**config.mk**
```make
export PLATFORM = sky130hd
export DESIGN_NAME = slew_limiter_flat
export DESIGN_NICKNAME = d
export VERILOG_FILES = /design/src/rtl/slew_limiter_pkg.sv /design/src/rtl/slew_limiter_if.sv /design/src/rtl/slew_settle_ctr.sv /design/src/rtl/slew_limiter.sv /design/src/flat_wrapper.sv
export SDC_FILE = /design/constraint.sdc
export NUM_CORES = 1
export LEC_CHECK = 0
export CORE_MARGIN = 2
export CORE_UTILIZATION = 56
export CTS_CLUSTER_DIAMETER = 60
export DETAILED_ROUTE_END_ITERATION = 6
export PLACE_DENSITY = 0.89
export SLEW_MARGIN = 20
export SYNTH_ARGS = -nofsm -noshare
export SYNTH_HDL_FRONTEND = slang
export SYNTH_SLANG_ARGS = --single-unit
export TNS_END_PERCENT = 50
```
**constraint.sdc**
```tcl
create_clock -name clk -period 10.9 [get_ports clk]
set_input_delay 1.09 -clock clk [delete_from_list [all_inputs] [get_ports clk]]
set_output_delay 1.09 -clock clk [all_outputs]
set_load 0.05 [all_outputs]
```
**src/rtl/slew_limiter_pkg.sv**
```systemverilog
// Shared types, constants and fixed-point "real" helper macros for the slew limiter.
// A real format is a signed fixed-point pair: _ib integer bits (sign included) and _fb fraction bits.
`ifndef SLEW_FX_MACROS
`define SLEW_FX_MACROS
`define FX_FMT(name_ib, name_fb, ib, fb) parameter int unsigned name_ib = ib, parameter int unsigned name_fb = fb
`define FX_PASS(name_ib, name_fb, src_ib, src_fb) .name_ib(src_ib), .name_fb(src_fb)
`define FX_CONST(r, fb) ($rtoi(((r) * (2.0 ** (fb))) + (((r) < 0.0) ? -0.5 : 0.5)))
`define FX_ADD(a, b) ((a) + (b))
`define FX_SUB(a, b) ((a) - (b))
`define FX_LT(a, b) ((a) < (b))
`define FX_GT(a, b) ((a) > (b))
`define FX_MIN(a, b) (`FX_LT(a, b) ? (a) : (b))
`define FX_MAX(a, b) (`FX_GT(a, b) ? (a) : (b))
`endif

package slew_pkg;

    typedef enum logic [1:0] {
        StTrack = 2'b00,
        StRise  = 2'b01,
        StFall  = 2'b10
    } slew_state_e;

    // Wide enough for the largest legal settle_cycles (255).
    localparam int unsigned SettleW = 8;

    function automatic int unsigned max_u(input int unsigned a, input int unsigned b);
        return (a > b) ? a : b;
    endfunction

endpackage

```
**src/rtl/slew_limiter_if.sv**
```systemverilog
// Target/result bundle between the upstream stage and the slew limiter.
interface slew_limiter_if #(
    parameter int unsigned in_w  = 15,
    parameter int unsigned out_w = 11
);
    logic                    cke;
    logic signed [in_w-1:0]  in;
    logic signed [out_w-1:0] out;
    logic [1:0]              dir;
    logic                    settled;

    modport master (output cke, output in, input out, input dir, input settled);
    modport slave  (input cke, input in, output out, output dir, output settled);
endinterface

```
**src/rtl/slew_settle_ctr.sv**
```systemverilog
// Saturating count of consecutive tracking cycles; done once the limit is reached.
module slew_settle_ctr
    import slew_pkg::*;
#(
    parameter int unsigned settle_cycles = 4
) (
    input  logic clk,
    input  logic rst,
    input  logic cke,
    input  logic clr,
    input  logic inc,
    output logic done
);
    localparam logic [SettleW-1:0] limit = SettleW'(settle_cycles);

    logic [SettleW-1:0] count_q, count_d;

    always_comb begin
        count_d = count_q;
        if (clr) begin
            count_d = '0;
        end else if (inc && (count_q != limit)) begin
            count_d = count_q + SettleW'(1);
        end
    end

    always_ff @(posedge clk) begin
        if (rst) begin
            count_q <= '0;
        end else if (cke) begin
            count_q <= count_d;
        end
    end

    assign done = (count_q == limit);
endmodule

```
**src/rtl/slew_limiter.sv**
```systemverilog
// Rate limiter: out moves toward in by at most step per enabled cycle, saturating to the
// out format, and reports direction plus a settled flag after a run of tracking cycles.
module slew_limiter
    import slew_pkg::*;
#(
    parameter real         step          = 0.5,
    parameter real         init          = 0.0,
    parameter int unsigned settle_cycles = 4,
    `FX_FMT(in_ib, in_fb, 5, 10),
    `FX_FMT(out_ib, out_fb, 3, 8)
) (
    input logic           clk,
    input logic           rst,
    slew_limiter_if.slave bus
);
    localparam int unsigned in_w    = in_ib + in_fb;
    localparam int unsigned out_w   = out_ib + out_fb;
    localparam int unsigned fb_max  = max_u(in_fb, out_fb);
    localparam int unsigned ib_max  = max_u(in_ib, out_ib);
    localparam int unsigned wide_w  = ib_max + fb_max;
    localparam int unsigned diff_w  = out_w + 1;
    localparam int unsigned in_shl  = fb_max - in_fb;
    localparam int unsigned out_shr = fb_max - out_fb;

    localparam int step_int = `FX_CONST(step, out_fb);
    localparam int init_int = `FX_CONST(init, out_fb);

    localparam logic signed [out_w-1:0] step_q  = out_w'(step_int);
    localparam logic signed [out_w-1:0] init_q  = out_w'(init_int);
    localparam logic signed [out_w-1:0] out_max = {1'b0, {(out_w - 1){1'b1}}};
    localparam logic signed [out_w-1:0] out_min = {1'b1, {(out_w - 1){1'b0}}};

    localparam logic signed [wide_w-1:0] out_max_w = wide_w'(out_max);
    localparam logic signed [wide_w-1:0] out_min_w = wide_w'(out_min);
    localparam logic signed [diff_w-1:0] out_max_d = diff_w'(out_max);
    localparam logic signed [diff_w-1:0] out_min_d = diff_w'(out_min);
    localparam logic signed [diff_w-1:0] step_d    = diff_w'(step_q);
    localparam logic signed [diff_w-1:0] nstep_d   = -step_d;

    slew_state_e             state_q, state_d;
    logic signed [out_w-1:0] out_q, out_d;

    logic signed [in_w-1:0]   in_raw;
    logic signed [wide_w-1:0] in_wide, in_al, in_lo, in_sat_w;
    logic signed [out_w-1:0]  in_sat;
    logic signed [diff_w-1:0] diff, rise_sum, fall_sum, rise_lim, fall_lim;

    // Align in onto a grid holding both formats, then requantise (floor) to out's fraction.
    assign in_raw   = bus.in;
    assign in_wide  = wide_w'(in_raw) <<< in_shl;
    assign in_al    = in_wide >>> out_shr;
    assign in_lo    = `FX_MAX(in_al, out_min_w);
    assign in_sat_w = `FX_MIN(in_lo, out_max_w);
    assign in_sat   = out_w'(in_sat_w);

    // One extra bit keeps the difference of two out-format values from overflowing.
    assign diff     = `FX_SUB(diff_w'(in_sat), diff_w'(out_q));
    assign rise_sum = `FX_ADD(diff_w'(out_q), step_d);
    assign fall_sum = `FX_SUB(diff_w'(out_q), step_d);
    assign rise_lim = `FX_MIN(rise_sum, out_max_d);
    assign fall_lim = `FX_MAX(fall_sum, out_min_d);

    always_comb begin
        state_d = StTrack;
        out_d   = in_sat;
        if (`FX_GT(diff, step_d)) begin
            state_d = StRise;
            out_d   = out_w'(rise_lim);
        end else if (`FX_LT(diff, nstep_d)) begin
            state_d = StFall;
            out_d   = out_w'(fall_lim);
        end
    end

    always_ff @(posedge clk) begin
        if (rst) begin
            out_q   <= init_q;
            state_q <= StTrack;
        end else if (bus.cke) begin
            out_q   <= out_d;
            state_q <= state_d;
        end
    end

    slew_settle_ctr #(
        .settle_cycles(settle_cycles)
    ) u_settle_ctr (
        .clk (clk),
        .rst (rst),
        .cke (bus.cke),
        .clr (state_d != StTrack),
        .inc (state_d == StTrack),
        .done(bus.settled)
    );

    assign bus.out = out_q;
    assign bus.dir = state_q;
endmodule
```
**src/flat_wrapper.sv**
```systemverilog
// flat-port wrapper written by rule: the top's interface ports become plain ports
module slew_limiter_flat import slew_pkg::*;
#(
    parameter real         step          = 0.5,
    parameter real         init          = 0.0,
    parameter int unsigned settle_cycles = 4,
    `FX_FMT(in_ib, in_fb, 5, 10),
    `FX_FMT(out_ib, out_fb, 3, 8)
)
  (clk, rst, bus_cke, bus_in, bus_out, bus_dir, bus_settled);
  slew_limiter_if bus_i ();
  input logic clk;
  input logic rst;
  input wire logic [$bits(bus_i.cke)-1:0] bus_cke;
  input wire logic [$bits(bus_i.in)-1:0] bus_in;
  output wire logic [$bits(bus_i.out)-1:0] bus_out;
  output wire logic [$bits(bus_i.dir)-1:0] bus_dir;
  output wire logic [$bits(bus_i.settled)-1:0] bus_settled;
  assign bus_i.cke = bus_cke;
  assign bus_i.in = bus_in;
  assign bus_out = bus_i.out;
  assign bus_dir = bus_i.dir;
  assign bus_settled = bus_i.settled;
  slew_limiter #(.step(step), .init(init), .settle_cycles(settle_cycles)) u_core (.clk(clk), .rst(rst), .bus(bus_i));
endmodule
```
Word level (Yosys, flattened, before mapping)
Index checks and enable logic that the tools add are counted.
Operators by class
  eq/ne operators: 2
  mux-type cells: 10
  add/subtract/negate cells: 4
  order comparisons: 6
  reductions and logical operators: 5
Operators with widths (count)
  2-to-1 mux 11 bit: 5
  2-to-1 mux 8 bit: 2
  < comparator 15 x 11 -> 1 bit (second input constant): 1
  2-to-1 mux 15 bit: 1
  > comparator 13 x 11 -> 1 bit (second input constant): 1
  adder 11 x 9 -> 12 bit (second input constant): 1
  > comparator 12 x 11 -> 1 bit (second input constant): 1
  > comparator 12 x 9 -> 1 bit (second input constant): 1
  < comparator 12 x 11 -> 1 bit (second input constant): 1
  < comparator 12 x 8 -> 1 bit (second input constant): 1
  subtractor 11 x 11 -> 12 bit: 1
  subtractor 11 x 9 -> 12 bit (second input constant): 1
  adder 8 x 1 -> 8 bit (second input constant): 1
  equality test 8 x 3 -> 1 bit (second input constant): 1
  inequality test 8 x 3 -> 1 bit (second input constant): 1
  2-to-1 mux 2 bit: 2
  nonzero test 2 bit: 2
  zero test 2 bit: 1
  AND reduction 2 bit: 1
  logical AND 1 bit: 1
Storage, ports and cells
  word-level logic and storage cells: 30
  output and inout bits: 14
  register bits: 21

Depth between registers and ports, before layout
  word-level depth: 12
  gate-level depth with buffers: 18
  mapped depth without buffers: 15

Modules after synthesis
From an unflattened synthesis, not the netlist that was laid out.
Second synthesis, totals
  cell total of the unflattened synthesis: 266
  area, all modules: 2099.5 sq um
By module, submodules not included
  slew_limiter: cells an instance 208, instances 1, area an instance 1594.0 sq um
  slew_settle_ctr: cells an instance 58, instances 1, area an instance 505.5 sq um

Least setup slack after synthesis
OpenSTA, ideal clock, no wires.
  kind: input to register
  start: in bus_in[13]
  end: reg u_core.u_settle_ctr.count_q[2]
  stages: 17
  setup time: 0.080 ns
  arrival: 4.988 ns
  setup slack: 5.832 ns
  buffers on the path: 2
  path through: nand3_1 ha_1 o41a_1 clkbuf_1 a21oi_1 ha_1 inv_1 fa_1 a21o_1 a2111oi_0 a31oi_1 a2111oi_1 o2111ai_2 mux2_4 buf_6 o21bai_1 a211oi_2
On the way
  longest elaborated chain between the ends: 12
  elaborated cells on any way between the ends: 15
  those cells by class: 1 x add/sub; 4 x order compare; 5 x mux; 5 x reduce/logical
Ends and longest elaborated chain
  from (decl): line flat_wrapper.sv:15  | input wire logic [$bits(bus_i.in)-1:0] bus_in;
  > comparator 13 x 11 -> 1 bit (no source line)
  2-to-1 mux 15 bit (no source line) (*)
  < comparator 15 x 11 -> 1 bit (no source line)
  2-to-1 mux 11 bit (no source line) (*)
  subtractor 11 x 11 -> 12 bit (no source line) (*)
  < comparator 12 x 8 -> 1 bit (no source line)
  2-to-1 mux 2 bit: line slew_limiter.sv:69  | end else if (`FX_LT(diff, nstep_d)) begin
  2-to-1 mux 2 bit (*): line slew_limiter.sv:66  | if (`FX_GT(diff, step_d)) begin
  zero test 2 bit: line slew_limiter.sv:92  | .inc (state_d == StTrack),
  logical AND 1 bit: line slew_settle_ctr.sv:22  | end else if (inc && (count_q != limit)) begin
  nonzero test 2 bit (no source line)
  AND reduction 2 bit (no source line)
  to (signal assigned): line slew_settle_ctr.sv:31  | count_q <= count_d;
  to (decl): line slew_settle_ctr.sv:16  | logic [SettleW-1:0] count_q, count_d;
Mark *: on every way between the ends. The rest lies on a longest branch, timed or not.
A chain may end at the register's enable or synchronous reset.

Worst setup path after layout
  start: in bus_in[12]
  end: reg u_core.out_q[1] (netlist: u_core.bus.out[1])
On the way
  longest elaborated chain between the ends: 8
  elaborated cells on any way between the ends: 9
  those cells by class: 1 x add/sub; 4 x order compare; 4 x mux
Ends and longest elaborated chain
  > comparator 13 x 11 -> 1 bit (no source line)
  2-to-1 mux 15 bit (no source line) (*)
  < comparator 15 x 11 -> 1 bit (no source line)
  2-to-1 mux 11 bit (no source line) (*)
  subtractor 11 x 11 -> 12 bit (no source line)
  < comparator 12 x 8 -> 1 bit (no source line)
  2-to-1 mux 11 bit: line slew_limiter.sv:69
  2-to-1 mux 11 bit (*): line slew_limiter.sv:66
  to (signal assigned): line slew_limiter.sv:77  | out_q <= init_q;
  to (signal assigned): line slew_limiter.sv:80  | out_q <= out_d;
  to (decl): line slew_limiter.sv:41  | logic signed [out_w-1:0] out_q, out_d;
Marked as above.

==> key figures <==
Critical path
  – R2R setup slack: 7.13 ns
  – Worst Path Max Fanout: 10
  – Startpoint Class: input port
  – CP delay by family, top: compound AO/OA/AOI/OAI gates
  – Slowest-stage cell, CP: a31oi_1
  – CP cell instances: clkdlybuf4s50_1, nand3_1, ha_1, o41a_1, a21oi_1, ha_1, inv_1, fa_1, a21o_1, a2111oi_0, a31oi_1, a2111oi_1, o2111ai_2, a31oi_1, a21oi_1, nor4_1
  – Crit end category: flip-flop
  – Max incr delay on CP: 0.58 ns
  – Critical path class: in2reg
  – Critical Path AT: 6.22 ns
  – Worst path bufs/invs: 2
  – Crit path required time: 11.06 ns

Clocking
  – Root buffer cell: clkbuf_8
  – H-tree levels: 1
  – # hold bufs at CTS: 0
  – Clock Path Buffers: 2
  – CTS Sinks: 21
  – Cts repair resizes: 0
  – CTS tree: yes
  – Number of buffers created by CTS: 3
  – Reg clk slew, reported paths: roughly 0.07 ns
  – Worst-Skew Late Latency: 0.26 ns
  – Post-CTS setup buffer count: 0

Cells and area
  – Fin area: 2570 um2
  – Commonest cells after routing, fill and taps aside: clkdlybuf4s50_1 (29), inv_1 (27), a21oi_1 (26), dfxtp_1 (21), nor2_1 (20)
  – Layout cells sized above 1: 0.0581
  – Commonest non-fill, non-tap cell in the layout: clkdlybuf4s50_1
  – Fill cell count: 360
  – Layout area overhead: 13.9%
  – Final net count: between 300 and 400
  – Antenna Cells: 0

Job
  – # Max-Cap Violations: 0

Place
  – DP HPWL: 4480 um
  – Routability Congestion: 0.912
  – Post-DP Area: 2520 um2
  – IO Port Bufs: 29

Detailed routing
  – Via count: between 2000 and 2500
  – Antenna viol nets, final: 0
  – Pre-antenna DRT Iters: 4
  – Drt initial violations: 183
  – Routed len/inst: 16.1 um
  – Final wirelength: 5790 um
  – Via-to-Cell Ratio: 6.40
  – Remaining DRCs: 0

Synthesis
  – Most used DFF post-synth: dfxtp_1
  – Seq/Total Area, Yosys: 0.187
  – Number of enable flip-flop cells after synthesis: 0
  – Post-synthesis area per instance: 7.74 um2
  – Syn Inst Count: just under 300
  – Async SR Flop Fraction: 0
  – Syn_nets: 326
  – Synth Cell Area: between 2000 and 2500 um2
  – Yosys cell types: between 50 and 60
  – Yosys reg bits: 21
  – Syn. warnings: 0

Power and ir drop
  – VDD IR max: 0.171 mV
  – PD cells: 282 nW/um2
  – Tot Pwr: a little over 0.7 mW
  – Leak: 0.976 nW

STA
  – Fmax: 165 MHz
  – Worst rel slew slack: 0.383
  – # setup viols final: 0
  – Final hold vios: 0
  – Min cycle time layout: 6.07 ns
  – Setup TNS: 0 ns
  – RSZ-0062 raised after global routing: false
  – Skew final: between 0.004 and 0.005 ns
  – Fin crit share: 0.556
  – Max Slew Vio Count: 0
  – Fin Hold WS: 0.521 ns
  – Worst-Margin Slew: 0.918 ns

Floorplan
  – DIE HEIGHT: 67.4 um
  – Boundary Pins: 32
  – Cell row count: 23
  – Total die area: 4550 um2
  – Die width: about 67 um
  – Initial core utilization: 0.572
  – Core Area: 3940 um2

GRT
  – Largest net degree at the start of global routing: 25
  – GRT Total Usage: 0.267
  – Met1 Usage GRT: 0.358
  – Total gr overflow: 0
  – Global-route wire length before repair: 9420 um
  – Grt peak-use layer: met2
  – Initial antenna violation count: 0
  – Grt met3 use: 0.0283
  – Vias in the first global route: roughly 2100
  – GR met2 Demand/Resource: 0.460

Status
  – Status: finished clean

Worst hold path
  – Min-Delay Path Class: reg2reg
power breakdown:
| part | switching (mW) | internal [mW] |
|---|---|---|
| clock network | 0.0241 | 0.0260 |
| registers | 0.0304 | 0.0989 |
| logic | 0.343 | 0.202 |
state kept, by name (all words and copies together), names as in the netlist:
name and count:
u_core.bus.out 11, u_core.u_settle_ctr.count_q 8, u_core.bus.dir 2
worst reg2reg max path, delay by kind of cell (launching register included):
kind            cells  cell delay, ns
flops               1            0.40
compound gates      7            2.30
simple gates        1            0.27
fa+ha+maj           2            0.63
buf+inv             1            0.07
final timing paths:
| kind | startpoint | to | cells after the start |
|---|---|---|---|
| min reg2reg | u_core.u_settle_ctr.count_q[1] | u_core.u_settle_ctr.count_q[1] | 2 |
| min | u_core.u_settle_ctr.count_q[1] | u_core.u_settle_ctr.count_q[1] | 2 |
| max | bus_in[12] | u_core.bus.out[1] | 16 |
| max reg2reg | u_core.bus.out[0] | u_core.bus.out[1] | 11 |
per-stage QoR:
stage | setup slack, ns | cells | util
detailed placement | 4.66 | 356 | 0.639
finish | 4.83 | 360 | 0.651
CTS | 4.89 | 360 | 0.651
global placement | 4.80 | 356 | 0.639
floorplan | 5.83 | 291 | -
global route | 4.54 | 360 | 0.651
synthesized netlist by cell type (all sizes together) (8+ instances only):
master | count | share of area
a21o | 14 | 0.047
ha | 16 | 0.089
nor2 | 20 | 0.033
a21oi | 26 | 0.058
clkbuf | 8 | 0.013
nand2 | 15 | 0.025
dfxtp | 21 | 0.19
nand2b | 9 | 0.025
inv | 27 | 0.045
o21ai | 9 | 0.020
nor3 | 14 | 0.044
metal layers:
metal / share of wire / vias up
met5: 0 / -
met4: 0.012 / 0
met3: 0.060 / 8
met2: 0.47 / 75
met1: 0.46 / 1077
li1: - / 1143
cells by family (layout without fill, tap and decap cells):
kind of cell,after synthesis,count (layout),share of synthesized area
muxes,3,3,0.0155
and+or+nand+nor,105,105,0.277
DFF,21,21,0.187
xor gates and xnor gates,6,6,0.0233
AOI/OAI and AO/OA,98,98,0.318
buffers and inverters,41,60,0.0827
adders and majority gates,17,17,0.0977
cell type report:
class / instances / area, um2 / area share
inverter: 27 / 101 / 0.0395
timing repair buffer: 29 / 290 / 0.113
tap: 50 / 62.6 / 0.0244
multi-input combinational: 229 / 1650 / 0.642
sequential: 21 / 420 / 0.164
clock buffer: 4 / 45.0 / 0.0176
(Power assumes the default switching activity.)
